[src/rtl/multicycle_ctrl.sv]
// Main control FSM for the multi-cycle RV32I datapath: sequences PC/IR/regfile/memory
// enables from the IR opcode and produces the alu_op class consumed by ALU_op.
module multicycle_ctrl #(
   parameter int RETIRE_W = 32
) (
   input  logic                clk,
   input  logic                rst,
   input  logic [6:0]          opcode,
   input  logic                zero_taken,
   input  logic                mem_ready,
   output logic [1:0]          alu_op,
   output logic [1:0]          alu_src_a,
   output logic [1:0]          alu_src_b,
   output logic                pc_write,
   output logic                pc_write_cond,
   output logic                pc_src,
   output logic                ir_write,
   output logic                mem_read,
   output logic                mem_write,
   output logic                iord,
   output logic                reg_write,
   output logic [1:0]          wb_sel,
   output logic                illegal,
   output logic [RETIRE_W-1:0] retired
);

   localparam logic [6:0] OP_R      = 7'b0110011;
   localparam logic [6:0] OP_I      = 7'b0010011;
   localparam logic [6:0] OP_LOAD   = 7'b0000011;
   localparam logic [6:0] OP_STORE  = 7'b0100011;
   localparam logic [6:0] OP_BRANCH = 7'b1100011;
   localparam logic [6:0] OP_JAL    = 7'b1101111;

   typedef enum logic [3:0] {
      S_IDLE, S_FETCH, S_DECODE, S_EXEC_R, S_EXEC_I, S_ADDR,
      S_MEM_RD, S_MEM_WR, S_WB_ALU, S_WB_MEM, S_BRANCH, S_JAL
   } state_t;

   state_t                r_state;
   state_t                w_next;
   logic                  w_retire;
   logic [RETIRE_W-1:0]   r_retired;

   // The branch decision is applied by the datapath's PC-enable gate
   // (pc_write | pc_write_cond & zero_taken); the FSM never needs it.
   logic w_unused;
   assign w_unused = zero_taken;

   // NOTE: sequential state uses non-blocking (<=) so every register samples pre-edge values.
   always_ff @(posedge clk or posedge rst) begin
      if (rst) begin
         r_state   <= S_IDLE;
         r_retired <= '0;
      end else begin
         r_state <= w_next;
         if (w_retire) r_retired <= r_retired + RETIRE_W'(1);
      end
   end

   assign retired = r_retired;

   always_comb begin
      // NOTE: every output gets a default first so no path through the case infers a latch.
      w_next        = r_state;
      w_retire      = 1'b0;
      alu_op        = 2'b00;
      alu_src_a     = 2'b00;
      alu_src_b     = 2'b00;
      pc_write      = 1'b0;
      pc_write_cond = 1'b0;
      pc_src        = 1'b0;
      ir_write      = 1'b0;
      mem_read      = 1'b0;
      mem_write     = 1'b0;
      iord          = 1'b0;
      reg_write     = 1'b0;
      wb_sel        = 2'b00;
      illegal       = 1'b0;

      case (r_state)
         S_IDLE: w_next = S_FETCH;
         S_FETCH: begin
            mem_read  = 1'b1;
            alu_src_a = 2'b10;
            alu_src_b = 2'b01;
            pc_write  = mem_ready;
            ir_write  = mem_ready;
            if (mem_ready) w_next = S_DECODE;
         end
         S_DECODE: begin
            // ALUOut captures old_pc + imm here for branches and JAL.
            alu_src_b = 2'b10;
            case (opcode)
               OP_R:               w_next = S_EXEC_R;
               OP_I:               w_next = S_EXEC_I;
               OP_LOAD, OP_STORE:  w_next = S_ADDR;
               OP_BRANCH:          w_next = S_BRANCH;
               OP_JAL:             w_next = S_JAL;
               default: begin
                  illegal = 1'b1;
                  w_next  = S_FETCH;
               end
            endcase
         end
         S_EXEC_R: begin
            alu_src_a = 2'b01;
            alu_op    = 2'b10;
            w_next    = S_WB_ALU;
         end
         S_EXEC_I: begin
            alu_src_a = 2'b01;
            alu_src_b = 2'b10;
            alu_op    = 2'b10;
            w_next    = S_WB_ALU;
         end
         S_ADDR: begin
            alu_src_a = 2'b01;
            alu_src_b = 2'b10;
            w_next    = (opcode == OP_LOAD) ? S_MEM_RD : S_MEM_WR;
         end
         S_MEM_RD: begin
            mem_read = 1'b1;
            iord     = 1'b1;
            if (mem_ready) w_next = S_WB_MEM;
         end
         S_MEM_WR: begin
            mem_write = 1'b1;
            iord      = 1'b1;
            if (mem_ready) begin
               w_next   = S_FETCH;
               w_retire = 1'b1;
            end
         end
         S_WB_ALU: begin
            reg_write = 1'b1;
            w_next    = S_FETCH;
            w_retire  = 1'b1;
         end
         S_WB_MEM: begin
            reg_write = 1'b1;
            wb_sel    = 2'b01;
            w_next    = S_FETCH;
            w_retire  = 1'b1;
         end
         S_BRANCH: begin
            alu_src_a     = 2'b01;
            alu_op        = 2'b01;
            pc_write_cond = 1'b1;
            pc_src        = 1'b1;
            w_next        = S_FETCH;
            w_retire      = 1'b1;
         end
         S_JAL: begin
            // The PC already holds old_pc + 4, which is the link value.
            pc_write  = 1'b1;
            pc_src    = 1'b1;
            reg_write = 1'b1;
            wb_sel    = 2'b10;
            w_next    = S_FETCH;
            w_retire  = 1'b1;
         end
         default: w_next = S_IDLE;
      endcase
   end

endmodule

[config.mk]
export PLATFORM = sky130hd
export DESIGN_NAME = multicycle_ctrl
export DESIGN_NICKNAME = d
export VERILOG_FILES = /design/src/rtl/multicycle_ctrl.sv
export SDC_FILE = /design/constraint.sdc
export NUM_CORES = 1
export LEC_CHECK = 0
export BUFFER_PORTS_ARGS = -buffer_cell sky130_fd_sc_hd__buf_4
export CORE_MARGIN = 2
export CORE_UTILIZATION = 57
export CTS_BUF_LIST = sky130_fd_sc_hd__clkbuf_2
export DETAILED_ROUTE_END_ITERATION = 10
export PLACE_DENSITY_LB_ADDON = 0.15
export SYNTH_ARGS = -nofsm -noshare
export SYNTH_HDL_FRONTEND = slang
export SYNTH_SLANG_ARGS = --single-unit
[constraint.sdc]
create_clock -name clk -period 5 [get_ports clk]
set_input_delay 0.75 -clock clk [delete_from_list [all_inputs] [get_ports clk]]
set_output_delay 0.75 -clock clk [all_outputs]
set_load 0.02 [all_outputs]
==> Yosys cells after proc, flatten, opt, wreduce, memory -nomap -nowiden <==
Index checks and enable logic that the tools add are counted.
{ "op_classes": {"mux": 22, "n_div": 0, "bitwise_logic": 0, "shifts": 0, "eq_ne": 20, "n_mul": 0, "order_cmp": 0, "reduce_logical": 13, "addsub": 1} }
{ "ops": {"columns": ["cell", "count"], "rows": [
  ["$add 32x1->32 const B", 1],
  ["$pmux 4 s7", 1],
  ["$pmux 4 s5", 1],
  ["$eq 4x3->1 const B", 4],
  ["$eq 4x4->1 const B", 4],
  ["$pmux 2 s2", 4],
  ["$eq 7x6->1 const B", 2],
  ["$eq 7x7->1 const B", 2],
  ["$mux 4", 3],
  ["$mux 1", 11],
  ["$reduce_or 2->1", 5],
  ["$eq 4x2->1 const B", 2],
  ["$reduce_or 4->1", 2],
  ["$eq 7x2->1 const B", 1],
  ["$eq 7x5->1 const B", 1],
  ["$ne 2x2->1 const B", 3],
  ["$reduce_or 3->1", 2],
  ["$reduce_or 6->1", 1],
  ["$reduce_or 5->1", 1],
  ["$eq 4x1->1 const B", 1],
  ["$logic_not 4->1", 1],
  ["$pmux 1 s2", 2],
  ["$reduce_and 3->1", 1]
]} }
{ "totals": {"ramBits": 0, "n_memories": 0, "wordCells": 58, "latch_bits": 0, "in_bits": 11, "register_bits": 36, "output_inout_bits": 49, "mem_bits_ro": 0} }

==> Logic depth before layout (Yosys ltp) <==
Gate-level depths: netlist of run 1.
{ "depth": {"depth_word": 4, "mapped_depth": 7, "depth_no_buf": 5} }

==> Least setup slack after synthesis of run 1 <==
OpenSTA, ideal clock, no wires.
{ "synth_path": {"path_kind": "reg2out", "start": "register r_state[1]", "end": "output port pc_write", "t_arrival_ns": 1.654, "path_buffers": 0, "setup_slack_ns": 2.596, "path_stages_with_launch": 6, "t_required_ns": 4.250, "cell_sequence": "dfrtp_1 -> inv_2 -> nand2_1 -> nor3_1 -> and2_1 -> or2_1"} }
{ "synth_via": {"elab_chain_cells": 2, "word_cells_on_any_way": 3, "classes_between": "eq/ne: 2; mux: 1"} }
{ "synth_rtl": {"columns": ["element", "line_no", "source"], "rows": [
  ["from (decl)", "39", "state_t r_state;"],
  ["from (signal assigned)", "55", "r_state <= w_next;"],
  ["$eq 4x4->1 or $eq 4x1->1 (tied branches)", "80", "case (r_state)"],
  ["$pmux 1 s2 (*)", "80", null],
  ["to (decl)", "14", "output logic pc_write,"]
]} }
Every way passes the cells marked *; elsewhere a longest branch is shown, timed or not.

==> Final worst setup path of run 1 <==
{ "layout_path": {"start": "register r_state[2]", "end": "output port illegal"} }
{ "layout_via": {"elab_chain_cells": 2} }
{ "layout_rtl": {"columns": ["element", "line_no", "source"], "rows": [
  ["$eq 4x2->1", "80", null],
  ["$mux 1", "80", null],
  ["to (decl)", "23", "output logic illegal,"]
]} }
Every way passes these cells.

==> key figures, run 1 <==
Status
  • Status: finished clean

Floorplanning
  • Die width: 63.0 µm
  • Row cnt: 21
  • Initial core utilization: 59.5%
  • I/O pins: 60
  • Die height: 63.0 µm
  • Die Area: 3970 µm²
  • Core Region: 3340 µm²

GRT
  • GR Layer Usage met1: 30.9%
  • Largest net degree at the start of global routing: 37
  • M2 GR Usage: 36.3%
  • GRT Overall Usage: 22.8%
  • First-pass GRT wire length: 7.30 mm
  • Initial antenna violation count: 0
  • Grt total ovfl: 0
  • Vias in the first global route: 1660
  • GR Util met3: 5.77%
  • GRT busiest layer: met2

Finish
  • Area delta synth->final: 24.8%
  • Share of cells above drive strength 1: 29.5%
  • Fillers: 265
  • Layout Cells excl Fill: ~310
  • N_diodes: 0
  • Multi-input logic area: a little over 1000 µm²
  • Register area: 901 µm²
  • Nets@finish: roughly 270

Synthesis
  • Avg Inst Size Synth: 9.78 µm²
  • Synthesized Nets: between 200 and 250
  • Synth area leader: dfrtp_1
  • Synthesized instance count: 203
  • Sequential-to-total area share from yosys stat: a little under half
  • Unique masters post-synth: 43
  • Yosys warning count: 0
  • Synth top area share: 45.4%
  • FF+latch count, synth: 36
  • Main synth FF type: dfrtp_1
  • Ys async rst share: 100%
  • Area contributors post-synth: dfrtp_1 45%, xnor2_1 11%, nand4_1 4.4%
  • Post-synth EDFFs: 0
  • Synthesized area: between 1500 and 2000 µm²

Clock tree
  • Hold_buf cts: 0
  • Clock latency on the worst-skew pair: 0.36 ns
  • Clock root cell: clkbuf_2
  • Num Clock Sinks: 36
  • CTS tree: built
  • Cts repair resizes: 0
  • Postcts setup bufs: 0
  • H-Tree Depth: 2
  • Clk slew on worst S/H paths: approximately 0.17 ns
  • Bufs on Longest Clock Path: 2
  • Num CTS Buffers: 5

STA
  • Worst slew margin: 49.8%
  • Fin crit share: between 50% and 60%
  • Fin crit period: 2.69 ns
  • Hold Violations, Final: 0
  • Setup TNS: 0 ns
  • Setup ws final: 2.31 ns
  • Skew final: 0.0182 ns
  • Slew Limit Fails: 0
  • Worst Tran Pin Value: ~0.75 ns
  • FMAX: 372 MHz
  • Final setup viols: 0
  • RSZ-0062 raised after global routing: no

Worst setup path
  • Worst path bufs/invs: 1
  • Worst-path maximum fanout: 17
  • Crit path launch type: flip-flop
  • Crit path arrival time: 1.94 ns
  • R2R cell count: 5
  • Largest stage delay on the critical path: approximately 0.64 ns
  • Delay-heaviest family, CP: simple AND/OR/NAND/NOR gates
  • Nature of the critical path endpoint: output pin
  • Levels on crit path: 3
  • Crit path required time: 4.25 ns
  • Kind of critical path: reg -> out
  • Critical Path, Cell by Cell: or4b_4, nor3b_1, buf_4
  • Slowest CP cell: or4b_4

Power and ir drop
  • Power density cells: 372 nW/µm²
  • Static leakage: roughly 0.0012 µW
  • Fraction of power spent switching nets: 41.8%
  • Int Power: 536 µW
  • P_sw: 385 µW
  • Sequential Power Share: 43.3%
  • Clock Power Share: 13.2%
  • Maximum VDD drop: 0.000322 V
  • Combinational power share: 43.5%

Place
  • Placed cell count: 300
  • Final Wtd Congestion: 0.797
  • Post-DP HPWL: roughly 3.0 mm
  • Dpl ws: 2.62 ns
  • PortBufs: 58

Detailed routing
  • TritonRoute pass-1 iters: 5
  • Vias per cell: between 5 and 6
  • Final wirelength: a little over 4 mm
  • DRC: 0
  • DRT iter0 DRCs: approximately 110
  • Post-route ant nets: 0
  • Via count: roughly 1700
  • Routed wire per std cell: 13.3 µm

Hold path
  • Min-delay worst type: in -> async

Run
  • Max Cap Viol: 0
==> routing by layer <==
layer / vias to the layer above / share of wire [%]
met3: 7 / 5.0
met1: 802 / 46
li1: 835 / -
met2: 54 / 47
met5: - / 0
met4: 0 / 1.5
==> state kept, by name (all words and copies together), names as in the netlist <==
name and flops:
r_state 4, retired 32
==> through the flow <==
stage	utilization [%]	area [µm²]	total power [µW]	hold slack [ns]
2_1_floorplan	-	1990	665	0.563
3_3_place_gp	73.2	2440	801	0.463
3_5_place_dp	73.2	2440	807	0.483
4_1_cts	74.2	2480	930	0.455
5_1_grt	74.2	2480	989	0.449
6_report	74.2	2480	921	0.447
==> worst reg2reg max path: cells and delay by family (launching register included) <==
family / cells / cell delay [ns]
flip-flops: 1 / 0.68
AO/OA/AOI/OAI: 1 / 0.23
XOR/XNOR: 1 / 0.15
AND/OR/NAND/NOR: 3 / 0.94
==> worst paths after layout <==
| path | slack, ns | endpoint | start |
|---|---|---|---|
| hold / removal | 0.45 | retired[8]$_DFFE_PP0P_ | rst |
| setup / recovery | 2.31 | illegal | r_state[2]$_DFFE_PP0P_ |
| hold reg to reg | 0.51 | retired[25]$_DFFE_PP0P_ | retired[25]$_DFFE_PP0P_ |
| setup reg to reg | 2.91 | retired[18]$_DFFE_PP0P_ | r_state[2]$_DFFE_PP0P_ |
| min in group clk | 0.51 | retired[25]$_DFFE_PP0P_ | retired[25]$_DFFE_PP0P_ |
| max in group asynchronous | 4.22 | r_state[0]$_DFFE_PP0P_ | rst |
==> power groups by stage <==
stage                     Sequential (µW)  Combinational, µW  Clock [µW]
after global placement                403                398           0
final                                 399                401         122
after global routing                  410                437         141
after floorplan                       387                279           0
after detailed placement              405                402           0
after CTS                             399                404         127
==> cells by family (layout without fill, tap and decap cells) <==
| family | after synthesis | after routing | synth area share (%) |
|---|---|---|---|
| AOI/OAI and AO/OA | 21 | 21 | 7.63 |
| xor gates and xnor gates | 32 | 32 | 14.1 |
| buffers and inverters | 14 | 72 | 3.34 |
| DFF | 36 | 36 | 45.4 |
| adders and majority gates | 1 | 1 | 0.630 |
| and+or+nand+nor | 99 | 99 | 28.9 |
==> cell type report <==
cell class	instances	share of cell area [%]
Timing Repair Buffer	59	17.9
Inverter	6	0.909
Tap cell	46	2.32
Clock buffer	6	1.21
Clock inverter	1	0.202
Multi-Input combinational cell	153	41.1
Sequential cell	36	36.4
==> Yosys cell counts (all sizes together) (2+ instances only) <==
| master | instances |
|---|---|
| and3b | 2 |
| and3 | 8 |
| a21oi | 6 |
| nor2 | 12 |
| nand3 | 14 |
| a211oi | 2 |
| and4 | 5 |
| nand2 | 20 |
| nor3 | 5 |
| or3 | 4 |
| and2 | 4 |
| nand4 | 14 |
| clkbuf | 4 |
| xor2 | 6 |
| a31oi | 2 |
| nor3b | 3 |
| buf | 4 |
| inv | 6 |
| dfrtp | 36 |
| o21ai | 5 |
| xnor2 | 26 |
| nor2b | 4 |
==> layout by cell type (no fill, tap or decap), types with 5 or more instances in the layout <==
cell type  instances
nor2_1            12
nand2_1           20
dfrtp_1           36
buf_4             59
nand3_1           14
clkbuf_2           6
xnor2_1           26
a21oi_1            6
xor2_1             6
nand4_1           14
and4_1             5
and3_1             8
Note: power is estimated with default switching activity, not from simulation.
==> inputs of run 2 (changes only) <==
--- a/config.mk
+++ b/config.mk
@@ -7,7 +7,7 @@
 export LEC_CHECK = 0
 export BUFFER_PORTS_ARGS = -buffer_cell sky130_fd_sc_hd__buf_4
 export CORE_MARGIN = 2
-export CORE_UTILIZATION = 57
+export CORE_UTILIZATION = 48
 export CTS_BUF_LIST = sky130_fd_sc_hd__clkbuf_2
 export DETAILED_ROUTE_END_ITERATION = 10
 export PLACE_DENSITY_LB_ADDON = 0.15
==> constraint.sdc (replaced) <==
create_clock -name clk -period 2.35 [get_ports clk]
set_input_delay 0.3525 -clock clk [delete_from_list [all_inputs] [get_ports clk]]
set_output_delay 0.3525 -clock clk [all_outputs]
set_load 0.02 [all_outputs]
==> key figures, run 2 (synthesis results as in run 1) <==
Detailed routing
  • TritonRoute pass-1 iters: 4 (was 5)
  • DRC: 0 (unchanged)
  • Routed wire per std cell: 14.0 µm (was 13.3 µm)
  • Via count: 1707 (was 1698)
  • Post-route ant nets: 0 (unchanged)
  • DRT iter0 DRCs: 79 (was 111)
  • Vias per cell: 5.42 (was 5.53)
  • Final wirelength: 4.40 mm (was 4.09 mm)

Floorplanning
  • Die height: 68.3 µm (was 63.0 µm)
  • Initial core utilization: 49.6% (was 59.5%)
  • Row cnt: 23 (was 21)
  • Die width: 68.3 µm (was 63.0 µm)
  • I/O pins: 60 (unchanged)
  • Die Area: 4670 µm² (was 3970 µm²)
  • Core Region: 4000 µm² (was 3340 µm²)

STA
  • FMAX: 452 MHz
  • Setup TNS: 0 ns (unchanged)
  • Skew final: 0.00821 ns (was 0.0182 ns)
  • Worst slew margin: 70.2% (was 49.8%)
  • Worst hold margin: 0.0689 ns (was 0.447 ns)
  • Fin crit period: between 2 and 2.5 ns
  • Hold Violations, Final: 0 (unchanged)
  • Worst Tran Pin Value: 0.447 ns (was 0.746 ns)
  • RSZ-0062 raised after global routing: no (unchanged)
  • Fin crit share: 94.2%
  • Final setup viols: 0 (unchanged)
  • Slew Limit Fails: 0 (unchanged)
  • Setup ws final: 0.136 ns (was 2.31 ns)

Clock tree
  • Hold_buf cts: 0 (unchanged)
  • Clock latency on the worst-skew pair: 0.36 ns (about the same)
  • Num CTS Buffers: 5 (unchanged)
  • Clock root cell: clkbuf_2 (unchanged)
  • CTS tree: built (unchanged)
  • Bufs on Longest Clock Path: 2 (unchanged)
  • H-Tree Depth: 2 (unchanged)
  • Clk slew on worst S/H paths: 0.17 ns (about the same)
  • Num Clock Sinks: 36 (unchanged)

GRT
  • Grt total ovfl: 0 (unchanged)
  • GRT Overall Usage: 19.9% (was 22.8%)
  • Largest net degree at the start of global routing: 37 (unchanged)
  • Vias in the first global route: 1524 (was 1660)
  • First-pass GRT wire length: 7.02 mm (was 7.30 mm)
  • Initial antenna violation count: 0 (unchanged)

Finish
  • Nets@finish: 277 (was 273)
  • Commonest non-fill, non-tap cells in the layout: 63 x buf_4, 35 x dfrtp_1, 26 x xnor2_1, 20 x nand2_1 (was 59 x buf_4, 36 x dfrtp_1, 26 x xnor2_1, 20 x nand2_1)
  • Fillers: 364 (was 265)
  • Share of cells above drive strength 1: 30.9% (was 29.5%)
  • Final Util: 62.8% (was 74.2%)
  • Area delta synth->final: 26.6% (was 24.8%)
  • Commonest non-fill, non-tap cell in the layout: buf_4 (unchanged)
  • Max reg flops: 32 (unchanged)
  • N_diodes: 0 (unchanged)

Worst setup path
  • Crit path required time: 2.00 ns (was 4.25 ns)
  • Crit path launch type: flip-flop (unchanged)
  • Kind of critical path: reg -> out (unchanged)
  • Nature of the critical path endpoint: output pin (unchanged)
  • Worst-path maximum fanout: 14 (was 17)
  • Crit path arrival time: 1.86 ns (was 1.94 ns)

Power and ir drop
  • Maximum VDD drop: 0.000659 V (was 0.000322 V)
  • Power density cells: 797 nW/µm² (was 372 nW/µm²)
  • Power Total: 2000 µW (was 921 µW)
  • Static leakage: 0.00123 µW (was 0.00121 µW)

Place
  • Post-DP HPWL: 3.29 mm (was 3.02 mm)
  • Dpl ws: 0.386 ns (was 2.62 ns)
  • PortBufs: 58 (unchanged)
  • Final Wtd Congestion: 0.859 (was 0.797)

Run
  • Max Cap Viol: 0 (unchanged)

Status
  • Status: finished clean (unchanged)

Hold path
  • Min-delay worst type: in -> async (unchanged)
==> run 2: final timing paths <==
| check | startpoint | to | slack [ns] | cells after the start |
|---|---|---|---|---|
| worst max-delay path | r_state[3]$_DFFE_PP0P_ | illegal | 0.14 | 3 |
| worst min-delay path | rst | retired[14]$_DFFE_PP0P_ | 0.07 | 3 |
| worst max register to register | r_state[3]$_DFFE_PP0P_ | retired[18]$_DFFE_PP0P_ | 0.37 | 5 |
| worst min register to register | retired[31]$_DFFE_PP0P_ | retired[31]$_DFFE_PP0P_ | 0.49 | 1 |
| max in group asynchronous | rst | r_state[1]$_DFFE_PP0P_ | 1.95 | 3 |
| min in group clk | opcode[4] | r_state[2]$_DFFE_PP0P_ | 0.29 | 3 |
==> run 2: power by group <==
group / total, µW / leakage (µW) / switching [µW] / internal [µW]
sequential: 826 / 0.000484 / 137 / 689
combinational: 915 / 0.000716 / 512 / 403
clock: 263 / 0.0000288 / 192 / 71.1
==> run 2: layer usage <==
layer  global-route usage (%)  vias to the layer above  routed length (µm)
met1                     26.3                      817                2060
met3                     4.44                        5                 189
met4                     5.25                        0                  31
met2                     32.8                       48                2120
met5                        0                        -                   0
li1                         -                      837                   -
==> run 2: timing repair <==
item	4_1_cts	5_1_grt
endpoints found under the setup margin	0	2
resized for setup	0	1
setup buffers	0	0
==> run 2: critical path: stages, from the launching register on <==
cell and delay [ns]:
dfrtp_1 0.55, or4b_4 0.57, nor3b_1 0.20, buf_4 0.17
==> run 2: area by class of cell <==
cell class	instances	area (µm²)	share of cell area [%]
Tap cell	50	62.6	2.49
Timing Repair Buffer	63	473	18.8
Inverter	6	22.5	0.896
Clock inverter	1	5.00	0.199
Clock buffer	6	30.0	1.19
Sequential cell	36	902	35.9
Multi-Input combinational cell	153	1020	40.5
==> run 2: metrics by stage <==
| stage | cell area [µm²] | instances |
|---|---|---|
| 3_3_place_gp | 2480 | 308 |
| 6_report | 2510 | 315 |
| 5_1_grt | 2510 | 315 |
| 3_5_place_dp | 2480 | 308 |
| 2_1_floorplan | 1990 | 203 |
| 4_1_cts | 2510 | 315 |
